## src/rtl/adder_pkg.sv

```systemverilog
// rtl/adder_pkg.sv - shared configuration helpers for segmented carry-skip adders
package adder_pkg;

    function automatic bit csa_cfg_legal(input int width, input int blk, input int stages);
        return (width > 0) && (blk > 0) && (stages > 0) && ((width % (blk * stages)) == 0);
    endfunction

    // Divisors are guarded so an illegal configuration still elaborates far
    // enough to report the legality error instead of a divide-by-zero.
    function automatic int calc_seg_w(input int width, input int stages);
        return (stages > 0) ? (width / stages) : width;
    endfunction

    function automatic int calc_nblk(input int width, input int blk, input int stages);
        return (blk > 0) ? (calc_seg_w(width, stages) / blk) : 1;
    endfunction

endpackage

```

## src/rtl/csa_skip_block.sv

```systemverilog
// rtl/csa_skip_block.sv - BLK-bit ripple block with carry-skip bypass mux
module csa_skip_block #(
    parameter int BLK = 4
) (
    input  logic [BLK-1:0] a,
    input  logic [BLK-1:0] b,
    input  logic           cin,
    output logic [BLK-1:0] s,
    output logic           cout
);

    logic [BLK-1:0] p;
    logic [BLK-1:0] g;
    logic [BLK:0]   c;

    always_comb begin
        p    = a ^ b;
        g    = a & b;
        c    = '0;
        c[0] = cin;
        for (int i = 0; i < BLK; i++) begin
            c[i+1] = g[i] | (p[i] & c[i]);
        end
        s    = p ^ c[BLK-1:0];
        // Full propagate: the ripple result equals cin, take the short path.
        cout = (&p) ? cin : c[BLK];
    end

endmodule

```

## src/rtl/pipelined_carry_skip_adder.sv

```systemverilog
// rtl/pipelined_carry_skip_adder.sv - segmented carry-skip adder/subtractor, one segment per pipeline stage
module pipelined_carry_skip_adder
    import adder_pkg::*;
#(
    parameter int WIDTH  = 64,
    parameter int BLK    = 4,
    parameter int STAGES = 2
) (
    input  logic             clk,
    input  logic             rst_n,
    input  logic [WIDTH-1:0] a,
    input  logic [WIDTH-1:0] b,
    input  logic             cin,
    input  logic             sub,
    input  logic             in_valid,
    output logic             in_ready,
    output logic [WIDTH-1:0] sum,
    output logic             cout,
    output logic             ovf,
    output logic             out_valid,
    input  logic             out_ready
);

    localparam int SEG_W = calc_seg_w(WIDTH, STAGES);
    localparam int NBLK  = calc_nblk(WIDTH, BLK, STAGES);

    if (!csa_cfg_legal(WIDTH, BLK, STAGES)) begin : g_illegal_cfg
        $error("pipelined_carry_skip_adder: WIDTH must be a multiple of BLK*STAGES");
    end

    // Per-stage state, flattened: stage k occupies slice [k*WIDTH +: WIDTH].
    logic [STAGES*WIDTH-1:0] sum_d, sum_q;
    logic [STAGES*WIDTH-1:0] opa_d, opa_q;
    logic [STAGES*WIDTH-1:0] opb_d, opb_q;
    logic [STAGES-1:0]       carry_d, carry_q;
    logic [STAGES-1:0]       vld_d, vld_q;
    logic                    ovf_d, ovf_q;

    logic [WIDTH-1:0] b_eff;
    logic             c0;
    logic             advance;

    // Subtraction is folded into operand B at entry, so later stages never need sub.
    always_comb begin
        b_eff = sub ? ~b : b;
        c0    = sub ? 1'b1 : cin;
    end

    assign out_valid = vld_q[STAGES-1];
    assign in_ready  = ~out_valid | out_ready;
    assign advance   = in_ready;

    for (genvar k = 0; k < STAGES; k++) begin : g_stage
        logic [WIDTH-1:0] in_a;
        logic [WIDTH-1:0] in_b;
        logic [WIDTH-1:0] in_s;
        logic             in_c;
        logic             in_v;
        logic [SEG_W-1:0] seg_s;
        logic [WIDTH-1:0] s_full;
        logic             seg_cout;

        if (k == 0) begin : g_first
            assign in_a = a;
            assign in_b = b_eff;
            assign in_s = '0;
            assign in_c = c0;
            assign in_v = in_valid;
        end else begin : g_next
            assign in_a = opa_q[(k-1)*WIDTH +: WIDTH];
            assign in_b = opb_q[(k-1)*WIDTH +: WIDTH];
            assign in_s = sum_q[(k-1)*WIDTH +: WIDTH];
            assign in_c = carry_q[k-1];
            assign in_v = vld_q[k-1];
        end

        for (genvar j = 0; j < NBLK; j++) begin : g_blk
            logic blk_cin;
            logic blk_cout;

            if (j == 0) begin : g_cin_seg
                assign blk_cin = in_c;
            end else begin : g_cin_chain
                assign blk_cin = g_blk[j-1].blk_cout;
            end

            csa_skip_block #(
                .BLK (BLK)
            ) u_blk (
                .a    (in_a[k*SEG_W + j*BLK +: BLK]),
                .b    (in_b[k*SEG_W + j*BLK +: BLK]),
                .cin  (blk_cin),
                .s    (seg_s[j*BLK +: BLK]),
                .cout (blk_cout)
            );
        end

        assign seg_cout = g_blk[NBLK-1].blk_cout;

        always_comb begin
            s_full                      = in_s;
            s_full[k*SEG_W +: SEG_W]    = seg_s;
        end

        assign sum_d[k*WIDTH +: WIDTH] = s_full;
        assign opa_d[k*WIDTH +: WIDTH] = in_a;
        assign opb_d[k*WIDTH +: WIDTH] = in_b;
        assign carry_d[k]              = seg_cout;
        assign vld_d[k]                = in_v;

        if (k == STAGES - 1) begin : g_last
            // Carry into the MSB is recovered from its sum bit: c = a ^ b ^ s.
            assign ovf_d = in_a[WIDTH-1] ^ in_b[WIDTH-1] ^ s_full[WIDTH-1] ^ seg_cout;
        end
    end

    always_ff @(posedge clk or negedge rst_n) begin
        if (!rst_n) begin
            sum_q   <= '0;
            opa_q   <= '0;
            opb_q   <= '0;
            carry_q <= '0;
            vld_q   <= '0;
            ovf_q   <= 1'b0;
        end else if (advance) begin
            sum_q   <= sum_d;
            opa_q   <= opa_d;
            opb_q   <= opb_d;
            carry_q <= carry_d;
            vld_q   <= vld_d;
            ovf_q   <= ovf_d;
        end
    end

    // Already-consumed operand bits are carried along for uniformity and trimmed in synthesis.
    logic unused_ok;
    assign unused_ok = ^{opa_q, opb_q};

    assign sum  = sum_q[(STAGES-1)*WIDTH +: WIDTH];
    assign cout = carry_q[STAGES-1];
    assign ovf  = ovf_q;

endmodule

```

## config.mk

```make
export PLATFORM = sky130hd
export DESIGN_NAME = pipelined_carry_skip_adder
export DESIGN_NICKNAME = d
export VERILOG_FILES = /design/src/rtl/adder_pkg.sv /design/src/rtl/csa_skip_block.sv /design/src/rtl/pipelined_carry_skip_adder.sv
export SDC_FILE = /design/constraint.sdc
export NUM_CORES = 1
export LEC_CHECK = 0
export BUFFER_PORTS_ARGS = -buffer_cell sky130_fd_sc_hd__clkbuf_2
export CAP_MARGIN = 20
export CORE_MARGIN = 1
export CORE_UTILIZATION = 29
export CTS_BUF_LIST = sky130_fd_sc_hd__clkbuf_2
export DETAILED_ROUTE_END_ITERATION = 6
export PLACE_DENSITY_LB_ADDON = 0.08
export SLEW_MARGIN = 30
export SYNTH_ARGS = -nofsm -noshare
export SYNTH_HDL_FRONTEND = slang
export SYNTH_SLANG_ARGS = --single-unit
```

## constraint.sdc

```tcl
create_clock -name clk -period 13.85 [get_ports clk]
set_input_delay 1.385 -clock clk [delete_from_list [all_inputs] [get_ports clk]]
set_output_delay 1.385 -clock clk [all_outputs]
set_load 0.02 [all_outputs]
```

=== Word-level counts from Yosys, hierarchy flattened ===
Cells that the tools add are included.

* Register bits: 229
* Bits of input ports: 134
* Output and inout bits: 68
* Word-level logic and storage cells: 222

* Mux-type cells: 18
* Bitwise logic cells: 182
* Reduce and logical (&&, ||, !) cells: 16

{| class="wikitable"
|+ Operator list
! kind !! count
|-
| bitwise XOR 4 bit || 32
|-
| bitwise OR 1 bit || 65
|-
| AND 1 bit || 64
|-
| AND 4 bit || 16
|-
| two-way mux 64 bit || 1
|-
| inverter 64 bit || 1
|-
| AND reduction 4 bit || 16
|-
| two-way mux 1 bit || 17
|-
| bitwise XOR 1 bit || 3
|-
| inverter 1 bit || 1
|}

=== Longest topological paths before layout ===
* Depth in word-level cells: 75
* Gate-level depth with buffers: 54

=== Cells and area by module ===
A second synthesis with hierarchy kept.

* Cell total of the unflattened synthesis: 765
* Area total of the unflattened synthesis: 9746.8 µm²

{| class="wikitable"
|+ Modules (own cells, without submodules)
! module !! times used !! cells an instance !! area each (µm²) !! sequential area each (µm²)
|-
| pipelined_carry_skip_adder || 1 || 461 || 6864.1 || 4129.0
|-
| csa_skip_block || 16 || 19 || 180.2 || 0.0
|}

=== Least setup slack after synthesis ===
Ideal clock, no wire load.

* Path kind: in2reg
* Start: input sub
* End: register sum_q[31]
* Setup time: 117 ps
* Arrival: 16793 ps
* Slack: -3060 ps
* Stages on the path: 53
* Path buffers: 2
* Cell sequence: clkbuf_1 > buf_2 > xor2_1 > inv_1 > fa_1 > fa_1 > fa_1 > fa_1 > mux2_4 > fa_1 > fa_1 > fa_1 > fa_1 > inv_1 > a21oi_1 > fa_1 > fa_1 > fa_1 > [17 not listed] > fa_1 > fa_1 > nor2_1 > a21oi_1 > fa_1 > fa_1 > fa_1 > fa_1 > nand2_1 > o21ai_0 > o21a_1 > fa_1 > fa_1 > fa_1 > inv_1 > fa_1 > nand2_1 > nand2_1

* Cells in the longest elaborated chain, start to end: 72
* Elaborated cells between the ends (all ways): 95

{| class="wikitable"
|+ Ends and longest elaborated chain
! item !! RTL line !! text
|-
| from (decl) || pipelined_carry_skip_adder.sv:14 || <nowiki>input logic sub,</nowiki>
|-
| two-way mux 64 bit || pipelined_carry_skip_adder.sv:45 || <nowiki>b_eff = sub ? ~b : b;</nowiki>
|-
| bitwise XOR 4 bit || csa_skip_block.sv:17 || <nowiki>p = a ^ b;</nowiki>
|-
| AND 1 bit || csa_skip_block.sv:22 || <nowiki>c[i+1] = g[i] | (p[i] & c[i]);</nowiki>
|-
| bitwise OR 1 bit || csa_skip_block.sv:22 ||
|-
| AND 1 bit || csa_skip_block.sv:22 ||
|-
| bitwise OR 1 bit || csa_skip_block.sv:22 ||
|-
| AND 1 bit || csa_skip_block.sv:22 ||
|-
| bitwise OR 1 bit || csa_skip_block.sv:22 ||
|-
| [57 not listed] || n/a ||
|-
| AND 1 bit || csa_skip_block.sv:22 ||
|-
| bitwise OR 1 bit || csa_skip_block.sv:22 ||
|-
| AND 1 bit || csa_skip_block.sv:22 ||
|-
| bitwise OR 1 bit || csa_skip_block.sv:22 ||
|-
| AND 1 bit || csa_skip_block.sv:22 ||
|-
| bitwise OR 1 bit || csa_skip_block.sv:22 ||
|-
| bitwise XOR 4 bit * || csa_skip_block.sv:24 || <nowiki>s = p ^ c[BLK-1:0];</nowiki>
|-
| net g_stage[0].g_blk[7].u_blk.s[3] || csa_skip_block.sv:8 || <nowiki>output logic [BLK-1:0] s,</nowiki>
|-
| to (signal assigned) || pipelined_carry_skip_adder.sv:126 || <nowiki>sum_q <= sum_d;</nowiki>
|-
| to (decl) || pipelined_carry_skip_adder.sv:32 || <nowiki>logic [STAGES*WIDTH-1:0] sum_d, sum_q;</nowiki>
|}

The timed path passes the listed nets; every way through them passes the cells marked *.
A chain may end at the register's enable or synchronous reset.

=== Worst setup path in the final report ===
* Start: register carry_q[0]
* End: register ovf_q (netlist: ovf)

* Cells in the longest elaborated chain, start to end: 73
* Elaborated cells between the ends (all ways): 75

{| class="wikitable"
|+ Ends and longest elaborated chain
! item !! RTL line !! text
|-
| from (decl) || pipelined_carry_skip_adder.sv:35 || <nowiki>logic [STAGES-1:0] carry_d, carry_q;</nowiki>
|-
| from (signal assigned) || pipelined_carry_skip_adder.sv:129 || <nowiki>carry_q <= carry_d;</nowiki>
|-
| AND 1 bit || csa_skip_block.sv:22 ||
|-
| bitwise OR 1 bit || csa_skip_block.sv:22 ||
|-
| AND 1 bit || csa_skip_block.sv:22 ||
|-
| bitwise OR 1 bit || csa_skip_block.sv:22 ||
|-
| AND 1 bit || csa_skip_block.sv:22 ||
|-
| bitwise OR 1 bit || csa_skip_block.sv:22 ||
|-
| AND 1 bit || csa_skip_block.sv:22 ||
|-
| bitwise OR 1 bit || csa_skip_block.sv:22 ||
|-
| [57 not listed] || n/a ||
|-
| AND 1 bit || csa_skip_block.sv:22 ||
|-
| bitwise OR 1 bit || csa_skip_block.sv:22 ||
|-
| AND 1 bit || csa_skip_block.sv:22 ||
|-
| bitwise OR 1 bit || csa_skip_block.sv:22 ||
|-
| AND 1 bit || csa_skip_block.sv:22 ||
|-
| bitwise OR 1 bit || csa_skip_block.sv:22 ||
|-
| two-way mux 1 bit || csa_skip_block.sv:26 || <nowiki>cout = (&p) ? cin : c[BLK];</nowiki>
|-
| bitwise XOR 1 bit * || pipelined_carry_skip_adder.sv:113 || <nowiki>assign ovf_d = in_a[WIDTH-1] ^ in_b[WIDTH-1] ^ s_full[WIDTH-1] ^ seg_cout;</nowiki>
|-
| to (signal assigned) || pipelined_carry_skip_adder.sv:131 || <nowiki>ovf_q <= ovf_d;</nowiki>
|-
| to (decl) || pipelined_carry_skip_adder.sv:37 || <nowiki>logic ovf_d, ovf_q;</nowiki>
|}

Every way passes the cells marked *; elsewhere a longest branch is shown, timed or not.

==> results by group <==
Yosys
  • Synth Net Count: 1,231
  • Synth Area in Adders: between 20% and 30%
  • Post-synthesis cell count: just under 1,000
  • Cell taking the most area after synthesis: dfrtp_1
  • Multiplexer share of the synthesized area: less than 1%
  • Main synth FF type: dfrtp_1
  • Syn Area/Cell: roughly 9.6 sq um
  • Sequential share of the synthesized area: between 40 and 50%
  • EDFF count, synth: 0
  • Post-synthesis simple-gate area fraction: 16.5%
  • Flops & latches, synth: between 150 and 200
  • Synth area leaders: dfrtp_1, fa_1, nand2_1
  • Async set-reset flop share out of synthesis: 100%
  • Compound-Gate Fraction of Synth Area: about 5.6%
  • Main combinational cell family by area after synthesis: adder cells
  • XOR/XNOR Fraction of Synth Area: just over 6%
  • Synth warn: 0
  • Distinct cells, synth: 34
  • Synthesized cell area: between 9000 and 10,000 sq um
  • Synth top area share: 44.2%

Global routing
  • Vias in the first global route: approximately 7,100
  • Largest net degree at the start of global routing: about 110
  • Antenna violations before repair: 2
  • Overall Global Routing Usage: 14.5%
  • Global route overflow: 0
  • Routing usage on met1: 19.1%
  • Busiest layer in global routing: met2
  • First-pass GRT wire length: 37.2 mm
  • GR met2 Demand/Resource: 23.4%
  • Global-route met3 utilization: approximately 4.2%

Layout
  • Nets: 1,478
  • Layout cells sized above 1: about 33%
  • Layout area overhead: 26.5%
  • Non-Filler Instances: about 1,600
  • Post-route cell area: 11,800 sq um

Pwr
  • Comb pwr share: ~42%
  • Pwr Total: 0.00171 W
  • Max rail drop VDD: between 50 and 60 uV
  • Clock network power share: around 16%
  • P_int: roughly 0.0010 W
  • Pwr/cell area: 144 nW/um^2
  • Register share of total power: between 40 and 50%
  • Static leakage: 6.04 nW
  • Sw frac: between 30 and 40%
  • Switching power: 0.000675 W

Timing
  • RSZ-0062 raised after global routing: yes
  • Final worst-path setup slack: -0.363 ns
  • Final hold vios: 0
  • Setup_tns: -0.414 ns
  • Max frequency: 70.4 MHz
  • Max-slew violations: 0
  • Worst slew pin tran: roughly 0.8 ns
  • Setup violators final: 2
  • Clock Skew: roughly 0.045 ns
  • Part of the cycle the worst path needs: 103%
  • Slew headroom: a little under half
  • Period minus WS final: between 10 and 15 ns

Critical path
  • Startpoint types: flop
  • Slowest-stage cell, CP: fa_2
  • Setup Crit Path Kind: flop to flop
  • Crit. End Element: flop
  • Worst reg-to-reg setup slack: -0.36 ns
  • Worst R2R End: ovf
  • R2R cell count: 54
  • CP dominant cell by count: fa_2
  • Crit path DAT: approximately 15 ns
  • Slowest cell delay on critical path: between 0.4 and 0.5 ns
  • RR Startpoint: carry_q[0]
  • Critical-path maximum fanout: 2
  • WP data required: 14.49 ns

Worst hold path
  • Hold Crit Depth: 2
  • HP Start: sum_q[20]
  • Hold Path Class: flop to flop
  • Hold worst-path end: sum_q[84]

Placement
  • Post-DP HPWL: 16.1 mm
  • Global placer's final weighted congestion: between 0.7 and 0.8
  • Placed cells: 1,559
  • Place WS: -0.974 ns
  • PortBufs: around 200
  • Placed instance area: approximately 11,000 sq um

Floorplan
  • Core footprint: ~32,000 sq um
  • Die footprint: between 30,000 and 40,000 sq um
  • Die H: between 150 and 200 microns
  • Die X: between 150 and 200 microns
  • FP Rows: 65
  • Initial core utilization: 29.5%
  • IO Pins: approximately 200

Run status
  • Status: finished with violations
  • Failing checks: negative setup slack

Detailed routing
  • Remaining antenna violation count: 0
  • DRT Wirelength: approximately 23 mm
  • # DRC: 0
  • Via-per-instance ratio: 4.18
  • Initial DRC count: roughly 220
  • Routed WL per cell: around 14 microns
  • Vias: around 6,800
  • DR pass1 iterations: 4

Clock tree
  • Clk sinks: about 170
  • Worst-Skew Late Latency: 0.75 ns
  • CTS max path bufs: 2
  • TritonCTS clock tree: yes
  • H-tree Lvls: 4
  • Clock-pin slew on the worst setup and hold paths: between 0.2 and 0.3 ns
  • Hold Buf Count CTS: 0
  • CTS Root Cell: clkbuf_2
  • Num CTS Buffers: 17

Job
  • Max_cap viols: 0
per-stage QoR:
stage	util, %	hold slack, ns
5_1_grt	37.3	0.526
2_1_floorplan	-	0.430
3_3_place_gp	35.2	0.451
6_report	37.3	0.464
4_1_cts	36.9	0.503
3_5_place_dp	35.2	0.456
worst max-delay path, delay by kind of cell, from the launching register on:
kind / cells / cell delay, ns
adder cells (fa/ha/maj): 32 / 11.14
AO/OA/AOI/OAI: 8 / 1.03
AND/OR/NAND/NOR: 6 / 0.72
flip-flops: 1 / 0.45
buffers and inverters: 6 / 0.35
multiplexers: 1 / 0.29
XOR/XNOR: 1 / 0.15
worst max path at each step:
stage          cells past startpoint        from  slack (ns)        end
2_1_floorplan                     53         sub       -0.68  sum_q[31]
3_3_place_gp                      52         sub       -0.89  sum_q[31]
3_5_place_dp                      52         sub       -0.97  sum_q[31]
4_1_cts                           54  carry_q[0]       -0.46        ovf
5_1_grt                           54  carry_q[0]       -0.88        ovf
6_report                          54  carry_q[0]       -0.36        ovf
cell type report:
type / instances / area, sq um
Clock inverter: 13 / 159
Multi-Input combinational cell: 682 / 5040
Inverter: 78 / 298
Tap cell: 402 / 503
Clock buffer: 18 / 90.1
Antenna cell: 1 / 2.50
Timing Repair Buffer: 272 / 1580
Fill cell: 3310 / 19800
Sequential cell: 165 / 4130
layer usage:
metal	vias up	part of all wire, %
met4	2	0.78
met3	10	5.1
met1	3197	47
met5	-	0.076
li1	3471	-
met2	132	47
placed cells by master, fill, tap and decap left out, types with 2 or more instances in the layout:
cell	n
inv_6	2
nand2_1	319
clkinv_1	2
bufinv_16	3
inv_2	9
nor2_1	40
ha_1	64
buf_4	65
a211oi_1	2
a21oi_1	35
fa_2	64
buf_6	8
o21ai_2	3
nor2_4	2
nor2b_4	2
xnor2_1	30
mux2_4	2
and4_1	2
o21ai_0	35
xor2_1	33
clkinvlp_4	4
dfrtp_1	165
nand4_1	15
inv_1	68
nand2_2	5
clkinv_4	2
clkbuf_2	216
a21oi_2	6
Yosys cell counts (3+ instances only):
master,instances
nand2_1,324
dfrtp_1,165
inv_1,78
fa_1,64
ha_1,64
nor2_1,43
a21oi_1,42
o21ai_0,37
clkbuf_1,34
xor2_1,34
xnor2_1,31
nand4_1,15
buf_2,6
buf_1,4
a211oi_1,3
registers in the layout, summed over array words and instances, names as in the netlist:
name     count
ovf          1
vld_q        2
opb_q       32
opa_q       32
sum_q       96
carry_q      2
timing repair:
action	CTS	global route
gates cloned	0	0
resized for setup	8	27
pin swaps	6	5
endpoints found under the setup margin	3	6
buffers inserted	34	7
power groups by stage:
| stage | Combinational, W | Clock (W) | Sequential, W |
|---|---|---|---|
| after floorplan | 0.000309 | 0 | 0.000815 |
| after global placement | 0.000646 | 0 | 0.000732 |
| after detailed placement | 0.000650 | 0 | 0.000733 |
| after CTS | 0.000704 | 0.000300 | 0.000723 |
| after global routing | 0.000806 | 0.000316 | 0.000742 |
| final | 0.000708 | 0.000279 | 0.000719 |
cell families (layout without fill, tap and decap cells):
logic type | Yosys count | count (layout)
compound gates | 94 | 94
xor+xnor | 65 | 65
fa+ha+maj | 128 | 128
buf+inv | 122 | 381
flops | 165 | 165
mux | 2 | 2
other cells | 0 | 1
simple gates | 393 | 393
Note: power is estimated with default switching activity, not from simulation.
